<file path="config.mk">
export PLATFORM = sky130hd
export DESIGN_NAME = if_fetch_stage
export DESIGN_NICKNAME = d
export VERILOG_FILES = /design/src/rtl/if_fetch_stage.sv
export SDC_FILE = /design/constraint.sdc
export NUM_CORES = 1
export LEC_CHECK = 0
export CAP_MARGIN = 10
export CORE_ASPECT_RATIO = 2
export CORE_UTILIZATION = 25
export DETAILED_ROUTE_END_ITERATION = 8
export PLACE_DENSITY = 0.44
export SETUP_SLACK_MARGIN = 0.02
export SYNTH_ARGS = -nofsm -noshare
export SYNTH_HDL_FRONTEND = slang
export SYNTH_SLANG_ARGS = --single-unit
</file>
<file path="constraint.sdc">
create_clock -name clk -period 2.4 [get_ports clk]
set_clock_uncertainty 0.05 [all_clocks]
set_input_delay 0.48 -clock clk [delete_from_list [all_inputs] [get_ports clk]]
set_output_delay 0.48 -clock clk [all_outputs]
set_load 0.1 [all_outputs]
</file>
<file path="src/rtl/if_fetch_stage.sv">
// Instruction-fetch stage: owns the fetch PC, issues word reads to a synchronous
// instruction memory and buffers responses in a 2-entry FIFO ahead of decode.
module if_fetch_stage #(
    parameter int unsigned       DATA_W   = 16,
    parameter logic [DATA_W-1:0] RESET_PC = '0
) (
    input  logic              clk,
    input  logic              rst,
    input  logic              redirect_valid,
    input  logic [DATA_W-1:0] redirect_pc,
    output logic              imem_req,
    output logic [DATA_W-1:0] imem_addr,
    input  logic [DATA_W-1:0] imem_rdata,
    output logic              inst_valid,
    output logic [DATA_W-1:0] inst,
    output logic [DATA_W-1:0] inst_pc,
    input  logic              inst_ready,
    output logic [DATA_W-1:0] pc
);

    logic [DATA_W-1:0]         fpc;
    logic                      inflight;
    logic [DATA_W-1:0]         inflight_pc;
    logic [1:0][DATA_W-1:0]    buf_pc;
    logic [1:0][DATA_W-1:0]    buf_inst;
    logic                      rd_ptr;
    logic                      wr_ptr;
    logic [1:0]                count;
    logic                      pop;
    logic                      push;
    logic                      credit_ok;
    logic [2:0]                occupancy;

    assign pop       = inst_valid & inst_ready;
    assign push      = inflight & ~redirect_valid;
    assign occupancy = {1'b0, count} + {2'b00, inflight};
    // Credit test "count + inflight - pop < 2", rearranged to avoid unsigned underflow.
    assign credit_ok = occupancy < (3'd2 + {2'b00, pop});

    assign imem_req   = rst & ~redirect_valid & credit_ok;
    assign inst_valid = (count != 2'd0) & ~redirect_valid;
    assign inst       = buf_inst[rd_ptr];
    assign inst_pc    = buf_pc[rd_ptr];
    assign imem_addr  = fpc;
    assign pc         = fpc;

    always_ff @(posedge clk or negedge rst) begin
        if (!rst) begin
            fpc         <= RESET_PC;
            inflight    <= 1'b0;
            inflight_pc <= '0;
            buf_pc      <= '0;
            buf_inst    <= '0;
            rd_ptr      <= 1'b0;
            wr_ptr      <= 1'b0;
            count       <= 2'd0;
        end else if (redirect_valid) begin
            // Flush: drop buffered entries and the outstanding response.
            fpc      <= redirect_pc;
            inflight <= 1'b0;
            rd_ptr   <= 1'b0;
            wr_ptr   <= 1'b0;
            count    <= 2'd0;
        end else begin
            inflight <= imem_req;
            if (imem_req) begin
                inflight_pc <= fpc;
                fpc         <= fpc + DATA_W'(1);
            end
            if (push) begin
                buf_pc[wr_ptr]   <= inflight_pc;
                buf_inst[wr_ptr] <= imem_rdata;
                wr_ptr           <= ~wr_ptr;
            end
            if (pop) begin
                rd_ptr <= ~rd_ptr;
            end
            count <= count + {1'b0, push} - {1'b0, pop};
        end
    end

endmodule

</file>
[After elaboration in Yosys (flattened, before gate mapping)]
Index checks and enable logic that the tools add are counted.
Cells by class
  add/subtract/negate cells: 5
  magnitude comparators: 4
  reduce and logical (&&, ||, !) cells: 7
  multiplexer cells: 16
  bitwise logic cells: 8
Operators by type and width (number)
  2-to-1 mux 16 bit: 7
  bitwise mux 32 bit: 2
  adder 16 x 1 -> 16 bit (second input constant): 1
  demux 16 bit (select 1 bit): 1
  nonzero test 2 bit: 4
  AND 1 bit: 5
  2-to-1 mux 1 bit: 5
  less-than comparator 1 x 2 -> 1 bit (second input constant): 2
  AND reduction 2 bit: 2
  adder 2 x 1 -> 3 bit: 1
  adder 2 x 1 -> 3 bit (first input constant): 1
  less-than comparator 3 bit: 1
  NOT 1 bit: 3
  adder 2 x 1 -> 2 bit: 1
  2-to-1 mux 2 bit: 1
  subtractor 2 x 1 -> 2 bit: 1
  greater-or-equal comparator 1 bit (second input constant): 1
  logical AND 1 bit: 1
Word-level totals
  output and inout port bits: 66
  bits in registers: 101
  logic and storage cells: 50
  input bits: 36

[Longest topological paths before layout]
Gate-level depths: netlist of the first run.
  depth after elaboration: 8
  gate-level depth with buffers: 10
  gate-level depth less buffers: 9

[Worst setup path before layout of the first run]
Ideal clock, no wire load.
  kind: input-to-reg
  start point: in redirect_valid
  end point: reg count[0]
  required time: 2.220 ns
  path buffers: 1
  slack: -0.626 ns
  library setup time: 0.130 ns
  arrival time: 2.846 ns
  stages on the path: 8
  cells stage by stage: buf_2 nor2_1 nand2_1 inv_1 ha_1 inv_1 ha_1 nor2b_1
On the way
  word-level cells in the longest chain between the ends: 5
  elaborated cells between the ends (all ways): 7
  classes of those cells: add/sub (2); mux (1); bitwise (4)
RTL lines
  start: declaration: RTL line 9  | input logic redirect_valid,
  NOT 1 bit (no source line)
  AND 1 bit: RTL line 41  | assign inst_valid = (count != 2'd0) & ~redirect_valid;
  named net inst_valid: RTL line 14  | output logic inst_valid,
  AND 1 bit: RTL line 34  | assign pop = inst_valid & inst_ready;
  subtractor 2 x 1 -> 2 bit: RTL line 78  | count <= count + {1'b0, push} - {1'b0, pop};
  2-to-1 mux 2 bit: RTL line 57  | end else if (redirect_valid) begin
  end signal: assignment: RTL line 78
  end: declaration: RTL line 28  | logic [1:0] count;
The timed path passes the listed nets, and every way through them passes these cells.
A chain may end at the register's enable or synchronous reset.

[Final worst setup path of the first run]
  start point: reg count[0]
  end point: out imem_req
On the way
  word-level cells in the longest chain between the ends: 6
  elaborated cells between the ends (all ways): 7
  classes of those cells: add/sub (2); order compare (1); bitwise (3); reduce/logical (1)
RTL lines
  nonzero test 2 bit: RTL line 41
  AND 1 bit: RTL line 41
  AND 1 bit: RTL line 34
  adder 2 x 1 -> 3 bit: RTL line 38  | assign credit_ok = occupancy < (3'd2 + {2'b00, pop});
  less-than comparator 3 bit *: RTL line 38
  AND 1 bit *: RTL line 40  | assign imem_req = rst & ~redirect_valid & credit_ok;
  end: declaration: RTL line 11  | output logic imem_req,
Every way passes the cells marked *; elsewhere a longest branch is shown, timed or not.

==> flow_summary.json, run 1 <==
{
  "status": "completed",
  "routedWlPerCell_um": 16.4,
  "synth_area_leader_cell": "dfrtp_1",
  "yosysUniqueCellTypes": 40,
  "core-area_mm2": 0.0183,
  "max-clock-path-buffers": 2,
  "dp_hpwl_mm": 8.22,
  "power.density_mw_per_mm2": 1240,
  "synthTopCellsByCount": "dfrtp_1, mux2_2, nand2_1",
  "syn_avg_cell_area_um2": 12.1,
  "clock-sinks": 101,
  "vias": 3289,
  "ioPinCount": 102,
  "synth-edff-count": 0,
  "maxSlewHeadroom_pct": 52.7,
  "synth_warnings": 0,
  "n_antenna_cell": 0,
  "cp_cell_sequence": "ha_4, o41ai_4, buf_4, nand2_4, inv_4, buf_12",
  "r2r_setup_slack_ns": 0.18,
  "grt_max_degree": 56,
  "gp_congestion": 0.850,
  "reg2reg_depth": 10,
  "nFillCells": 1775,
  "total_power_mw": 8.20,
  "period_minus_slack_ns": 2.32,
  "drive_above_1_share_pct": 44.2,
  "viasPerCell": 4.63,
  "die_h_um": 196,
  "cts_buffers": 9,
  "fmax_ghz": 0.431,
  "cts_root_buf": "clkbuf_16",
  "worst_path_largest_cell_delay_ns": 0.44,
  "rsz0062_at_grt": "true",
  "cap_violations": 0,
  "tightest_slew_ns": 0.709,
  "crit_end": "imem_req",
  "synth_area_leaders": "dfrtp_1, mux2_2, nand2_1, buf_4, ha_1",
  "finalWirelength_mm": 11.7,
  "dr.pass1.iters": 4,
  "clkSlewWorstSetupHoldPaths_ns": 0.07,
  "grt_pass1_vias": 3419,
  "critical-path-slowest-cell": "dfrtp_1",
  "ir_drop_mv": 0.459,
  "ant_nets": 0,
  "crit_start": "count[0]",
  "worstReg2RegEnd": "imem_addr[12]",
  "clk_latency_ns": 0.34,
  "cts_tree": "done",
  "antenna_found_initial": 0,
  "synth_fp_nets": 429,
  "cellLeakagePower_nw": 2.98,
  "synth_area_mm2": 0.00470,
  "fin_setup_tns_ns": 0,
  "worst-endpoint-required_ns": 1.87,
  "portBuffers": 101,
  "worstPathBufferInverterCount": 3,
  "initial_core_util_pct": 25.7,
  "synthFlopType": "dfrtp_1",
  "hold_path.class": "in -> async",
  "grt_pass1_wl_mm": 18.7,
  "setup_slack_ns": 0.0777,
  "worstPathArrival_ns": 1.79,
  "drc": 0,
  "endpoint_kind": "output port",
  "worst-path-stages": 6,
  "crit_family": "flip-flops",
  "yosysMostFrequentCell": "dfrtp_1",
  "grt_overflow": 0,
  "hold_viol": 0,
  "slew_viol_final": 0,
  "die_w_um": 99.0,
  "synth-async-reset-ratio_pct": 100,
  "yosysSeqAreaShare_pct": 53.8,
  "nets": 531,
  "gr-usage-all-layers_pct": 12.7,
  "setup_viol": 0,
  "drtIter0Drc": 117,
  "reg2reg_from": "count[0]",
  "rows": 70,
  "period_share_pct": 96.8,
  "fp.dieArea_mm2": 0.0194,
  "htreeDepth": 3,
  "synth_top_cell_area_share_pct": 53.8,
  "syn_inst": 388,
  "path_max_fanout": 3,
  "setup.worst_path.start_class": "register",
  "ys_ff_latch": 101,
  "syn2layout_area_growth_pct": 40.7,
  "dp_slack_ns": -0.0336,
  "critical_path_class": "reg -> out"
}
-- registers in the layout, summed over array words and instances, names as in the netlist --
signal / cells
buf_inst: 32
buf_pc: 32
count: 2
imem_addr: 16
inflight: 1
inflight_pc: 16
rd_ptr: 1
wr_ptr: 1
-- how the worst min path moves through the flow --
stage	startpoint	end	slack (ns)	cells past startpoint
2_1_floorplan	rst	buf_inst[0]	0.13	0
3_3_place_gp	inflight_pc[11]	inflight_pc[11]	0.43	2
3_5_place_dp	inflight_pc[11]	inflight_pc[11]	0.43	2
4_1_cts	rst	count[0]	0.26	2
5_1_grt	rst	imem_addr[0]	0.29	2
6_report	rst	imem_addr[0]	0.23	2
-- where the power goes --
part / switching (mW) / leakage (nW) / internal [mW] / total (mW)
Sequential: 0.288 / 1.27 / 2.18 / 2.47
Clock: 0.652 / 0.136 / 0.817 / 1.47
Combinational: 2.71 / 1.58 / 1.56 / 4.26
-- through the flow --
stage          utilization, %  hold WS [ns]  cell area (µm²)  cells
6_report                 36.1         0.232             6610    711
5_1_grt                  36.1         0.292             6610    711
4_1_cts                  36.0         0.263             6600    711
3_5_place_dp             34.2         0.433             6250    692
3_3_place_gp             34.2         0.428             6250    692
2_1_floorplan               -         0.134             4710    388
-- cells in the final DEF (no fill, tap or decap), types with 4 or more instances in the layout --
cell type	netlist	final
buf_4	16	54
nand2_1	60	60
dfrtp_1	101	96
a221o_1	6	6
inv_1	9	8
nor2_1	8	6
a31oi_1	4	4
o21ai_0	9	9
nor3_1	6	6
dfrtp_2	0	5
xor2_1	4	4
mux2_2	96	96
buf_12	0	38
nand3_1	10	10
clkdlybuf4s50_1	0	33
clkbuf_16	0	9
-- logic make-up (layout without fill, tap and decap cells) --
kind of cell	count (synthesis)	in the layout	synth area share (%)
DFF	101	101	53.8
and+or+nand+nor	99	99	9.42
muxes	96	96	23.0
buffers and inverters	45	152	5.54
AOI/OAI and AO/OA	35	35	5.64
xor gates and xnor gates	7	7	1.30
adders and majority gates	5	5	1.33
-- layer usage --
| layer | up-vias | part of all wire, % | global-route usage, % |
|---|---|---|---|
| met5 | - | 0 | 0 |
| met4 | 0 | 2.7 | 6.25 |
| met3 | 13 | 2.9 | 1.67 |
| met2 | 86 | 56 | 23.8 |
| met1 | 1653 | 39 | 13.8 |
| li1 | 1537 | - | - |
-- timing repair --
action,4_1_cts,5_1_grt
hold buffers,0,0
buffers inserted,3,0
resized for setup,6,2
pin swaps,0,1
endpoints found under the setup margin,1,1
-- layout make-up --
| cell class | instances | area (µm²) | area share (%) |
|---|---|---|---|
| Multi-Input combinational cell | 242 | 1970 | 29.7 |
| Timing Repair Buffer | 126 | 1510 | 22.8 |
| Clock inverter | 6 | 70.1 | 1.06 |
| Inverter | 10 | 40.0 | 0.605 |
| Sequential cell | 101 | 2530 | 38.3 |
| Clock buffer | 10 | 229 | 3.46 |
| Tap cell | 216 | 270 | 4.09 |
No activity file was read; power rests on OpenSTA's default activity.
==> run 2: changes to the inputs <==
CORE_UTILIZATION = 46   (was 25)
PLACE_DENSITY = 0.73   (was 0.44)
==> run 2 against run 1 <==
Wire length fell by 13%. Setup slack got worse by 0.053 ns. Utilization rose by 30 points. Largest cell class unchanged. First-iteration DRC count rose by 55%. Non-clock buffer count fell by 6. Final area fell by 1.6%. Hold slack got worse by 0.12 ns. Maximum frequency fell by 2.2%.
==> flow_summary.json, run 2 (synthesized netlist as in run 1, its figures left out) <==
{
  "power.switching_mw": 3.59,
  "n_antenna_cell": 0,
  "htreeDepth": 3,
  "worst-endpoint-required_ns": 1.87,
  "p_int_mw": 4.90,
  "fin_setup_tns_ns": 0,
  "power.density_mw_per_mm2": 1310,
  "reg2reg_from": "imem_addr[0]",
  "drc": 0,
  "fp.dieArea_mm2": 0.0107,
  "ioPinCount": 102,
  "nets": 525,
  "period_minus_slack_ns": 2.38,
  "syn2layout_area_growth_pct": 38.4,
  "dr.pass1.iters": 5,
  "cellLeakagePower_nw": 3.01,
  "clkSlewWorstSetupHoldPaths_ns": 0.07,
  "power_frac_clock_pct": 21.1,
  "period_share_pct": 99.0,
  "final_cell_mix": "dfrtp_1, mux2_2, nand2_1",
  "switching_share_pct": 42.3,
  "gr-usage-all-layers_pct": 20.8,
  "fmax_ghz": 0.421,
  "cts_buffers": 9,
  "vias": 3302,
  "reg_top3": "buf_inst (32), buf_pc (32)",
  "setup_viol": 0,
  "clock-sinks": 101,
  "final_common_cell": "dfrtp_1",
  "die_h_um": 145,
  "grt_pass1_vias": 3438,
  "core-area_mm2": 0.00983,
  "hold_viol": 0,
  "cts_tree": "done",
  "critical_path_class": "reg -> out",
  "grt_pass1_wl_mm": 17.0,
  "cts_root_buf": "clkbuf_16",
  "pwr-share-seq_pct": 28.9,
  "pwr-share-comb_pct": 49.9,
  "hold_path.class": "in -> async",
  "viasPerCell": 5.32,
  "total_power_mw": 8.50,
  "grt_overflow": 0,
  "cap_violations": 0,
  "place_area_mm2": 0.00609,
  "endpoint_kind": "output port",
  "drtIter0Drc": 181,
  "dp.cells": 603,
  "finalWirelength_mm": 10.2,
  "clk_latency_ns": 0.34,
  "crit_start": "inflight",
  "max-clock-path-buffers": 2,
  "hold_buffers": 0,
  "initial_core_util_pct": 47.8,
  "rows": 51,
  "die_w_um": 73.5,
  "portBuffers": 101,
  "maxSlewHeadroom_pct": 42.3,
  "gp_congestion": 0.845,
  "nFillCells": 759,
  "path_max_fanout": 2,
  "rsz0062_at_grt": "true",
  "dp_hpwl_mm": 7.17,
  "antenna_found_initial": 0,
  "drive_above_1_share_pct": 43.6,
  "routedWlPerCell_um": 16.4,
  "grt_max_degree": 72,
  "final_cell_area_mm2": 0.00651,
  "tightest_slew_ns": 0.865,
  "final_cells": 621,
  "reg2reg_depth": 5,
  "status": "completed",
  "slew_viol_final": 0,
  "worstPathArrival_ns": 1.85,
  "ir_drop_mv": 0.596,
  "ant_nets": 0,
  "setup.worst_path.start_class": "register"
}
[run 2: area by class of cell]
class / instances / area (µm²) / area share, %
timing repair buffer: 120 / 1440 / 22.1
tap: 132 / 165 / 2.54
multi-input combinational: 242 / 1950 / 30.0
clock buffer: 11 / 253 / 3.88
clock inverter: 5 / 129 / 1.98
sequential: 101 / 2530 / 38.9
inverter: 10 / 37.5 / 0.577
[run 2: final timing paths]
path	endpoint	slack, ns
min in group clk	buf_pc[2]	0.45
max reg2reg	imem_addr[13]	0.34
min	buf_pc[2]	0.11
max in group asynchronous	inflight	0.94
min reg2reg	buf_pc[2]	0.45
max	imem_req	0.02
[run 2: worst max-delay path: stages, from the launching register on]
cell	delay, ns
dfrtp_2	0.43
ha_4	0.25
o41ai_4	0.39
nand2_2	0.15
inv_2	0.11
buf_12	0.17
[run 2: stage by stage]
stage                     setup WS, ns  hold slack, ns  util [%]
after floorplan                 0.0324           0.134         -
after global placement        -0.00482           0.428      61.9
after detailed placement       -0.0503           0.437      61.9
after CTS                      -0.0166           0.118      66.1
after global routing          -0.00737           0.127      66.2
final                           0.0250           0.111      66.2
[run 2: what timing repair did]
item	CTS	global route
resized for setup	2	4
setup buffers	2	0
hold endpoints to repair	0	0
pin swaps	3	3
endpoints found under the setup margin	1	1
[run 2: power groups by stage]
stage	registers, mW	clock network, mW	logic [mW]
CTS	2.46	1.82	4.28
detailed placement	2.49	0	4.26
finish	2.46	1.79	4.24
global route	2.53	1.91	4.38
global placement	2.46	0	4.21
floorplan	2.61	0	2.76
[run 2: routing by layer]
layer | routed length (µm) | up-vias | share of wire [%] | global-route usage [%]
met5 | 0 | - | 0 | 0
met3 | 361 | 20 | 3.5 | 3.68
li1 | - | 1527 | - | -
met4 | 320 | 0 | 3.1 | 10.4
met2 | 5720 | 107 | 56 | 35.9
met1 | 3810 | 1648 | 37 | 23.8
==> run 3: changes to the inputs <==
MAX_ROUTING_LAYER = met4   (was not set)
==> run 3 against run 2 <==
Hold slack barely moved. Non-clock buffer count unchanged. Clock power about the same. Register-to-register slack lost 0.03 ns. Global-route usage increased by 0.53 points. Clock-buffer cell count unchanged. Utilization unchanged.
==> flow_summary.json, run 3 (synthesized netlist as in run 1, its figures left out) <==
{
  "path_max_fanout": 2,
  "worst-path-stages": 5,
  "die_h_um": 145,
  "grt_overflow": 0,
  "grt_pass1_wl_mm": 17.0,
  "hold_buffers": 0,
  "reg2reg_depth": 5,
  "antenna_found_initial": 0,
  "vias": 3291,
  "period_share_pct": 99.0,
  "setup.worst_path.start_class": "register",
  "ant_nets": 0,
  "viasPerCell": 5.30,
  "critical-path-slowest-cell": "dfrtp_2",
  "cts_buffers": 9,
  "cellLeakagePower_nw": 3.01,
  "setup_viol": 0,
  "hold_path.class": "in -> async",
  "clock-sinks": 101,
  "grt_max_degree": 72,
  "htreeDepth": 3,
  "nets": 525,
  "final_cell_mix": "dfrtp_1, mux2_2, nand2_1",
  "worst_path_largest_cell_delay_ns": 0.43,
  "portBuffers": 101,
  "die_w_um": 73.5,
  "tightest_slew_ns": 0.870,
  "fmax_ghz": 0.421,
  "cp_cell_sequence": "ha_4, o41ai_4, nand2_2, inv_2, buf_12",
  "n_antenna_cell": 0,
  "final_common_cell": "dfrtp_1",
  "drc": 0,
  "drive_above_1_share_pct": 43.6,
  "final_cells": 621,
  "drtIter0Drc": 192,
  "power.density_mw_per_mm2": 1310,
  "post-route-util_pct": 66.2,
  "worstPathBufferInverterCount": 2,
  "worstPathArrival_ns": 1.85,
  "dp_slack_ns": -0.0503,
  "critical_path_class": "reg -> out",
  "reg_top3": "buf_inst (32), buf_pc (32)",
  "fp.dieArea_mm2": 0.0107,
  "fin_setup_tns_ns": 0,
  "gp_congestion": 0.858,
  "cts_tree": "done",
  "max-clock-path-buffers": 2,
  "clkSlewWorstSetupHoldPaths_ns": 0.06,
  "period_minus_slack_ns": 2.38,
  "hold_viol": 0,
  "worst-endpoint-required_ns": 1.87,
  "gr-usage-all-layers_pct": 21.3,
  "endpoint_kind": "output port",
  "status": "completed",
  "finalWirelength_mm": 10.2,
  "clk_latency_ns": 0.34,
  "crit_family": "flip-flops",
  "routedWlPerCell_um": 16.5,
  "setup_slack_ns": 0.0239,
  "core-area_mm2": 0.00983,
  "maxSlewHeadroom_pct": 42.0,
  "dp.cells": 603,
  "grt_pass1_vias": 3443,
  "dp_hpwl_mm": 7.17,
  "ioPinCount": 102,
  "initial_core_util_pct": 47.8,
  "whs_ns": 0.111,
  "dr.pass1.iters": 4,
  "cts_root_buf": "clkbuf_16",
  "cap_violations": 0,
  "rsz0062_at_grt": "true",
  "syn2layout_area_growth_pct": 38.4,
  "slew_viol_final": 0,
  "ir_drop_mv": 0.595,
  "rows": 51
}
==> run 3: cell counts in the layout (fill, tap and decap cells not counted) <==
No cell type changed its count.
==> run 3: area by class of cell <==
type	instances	area [µm²]
Fill cell	759	3320
Timing Repair Buffer	120	1440
Tap cell	132	165
Multi-Input combinational cell	242	1950
Clock inverter	5	129
Sequential cell	101	2530
Inverter	10	37.5
Clock buffer	11	253
==> run 3: repair_timing <==
| item | in CTS | in global routing |
|---|---|---|
| pin swaps | 3 | 3 |
| gates resized for setup | 2 | 4 |
| buffers inserted | 2 | 0 |
| endpoints found under the setup margin | 1 | 1 |
==> run 3: path summary, 6_finish.rpt <==
path / from / to / slack (ns)
setup reg to reg: imem_addr[0] / imem_addr[13] / 0.31
hold / removal: rst / buf_pc[2] / 0.11
min in group clk: buf_pc[2] / buf_pc[2] / 0.45
setup / recovery: inflight / imem_req / 0.02
max in group asynchronous: rst / inflight / 0.94
hold reg to reg: buf_pc[2] / buf_pc[2] / 0.45
==> run 3: layer usage <==
metal	vias to the layer above	wire (µm)	global-route usage, %	part of all wire, %
li1	1528	-	-	-
met1	1636	3890	23.6	38
met2	101	5610	35.9	55
met3	26	323	2.99	3.2
met4	0	412	11.3	4.0
met5	-	0	-	0
==> run 3: power breakdown <==
group / switching [mW] / internal (mW)
clock: 0.610 / 1.18
sequential: 0.277 / 2.18
combinational: 2.70 / 1.54
==> run 3: through the flow <==
stage          instance area (µm²)  power (mW)
2_1_floorplan                 4710        5.37
3_3_place_gp                  6090        6.67
3_5_place_dp                  6090        6.75
4_1_cts                       6500        8.57
5_1_grt                       6510        8.81
6_report                      6510        8.50
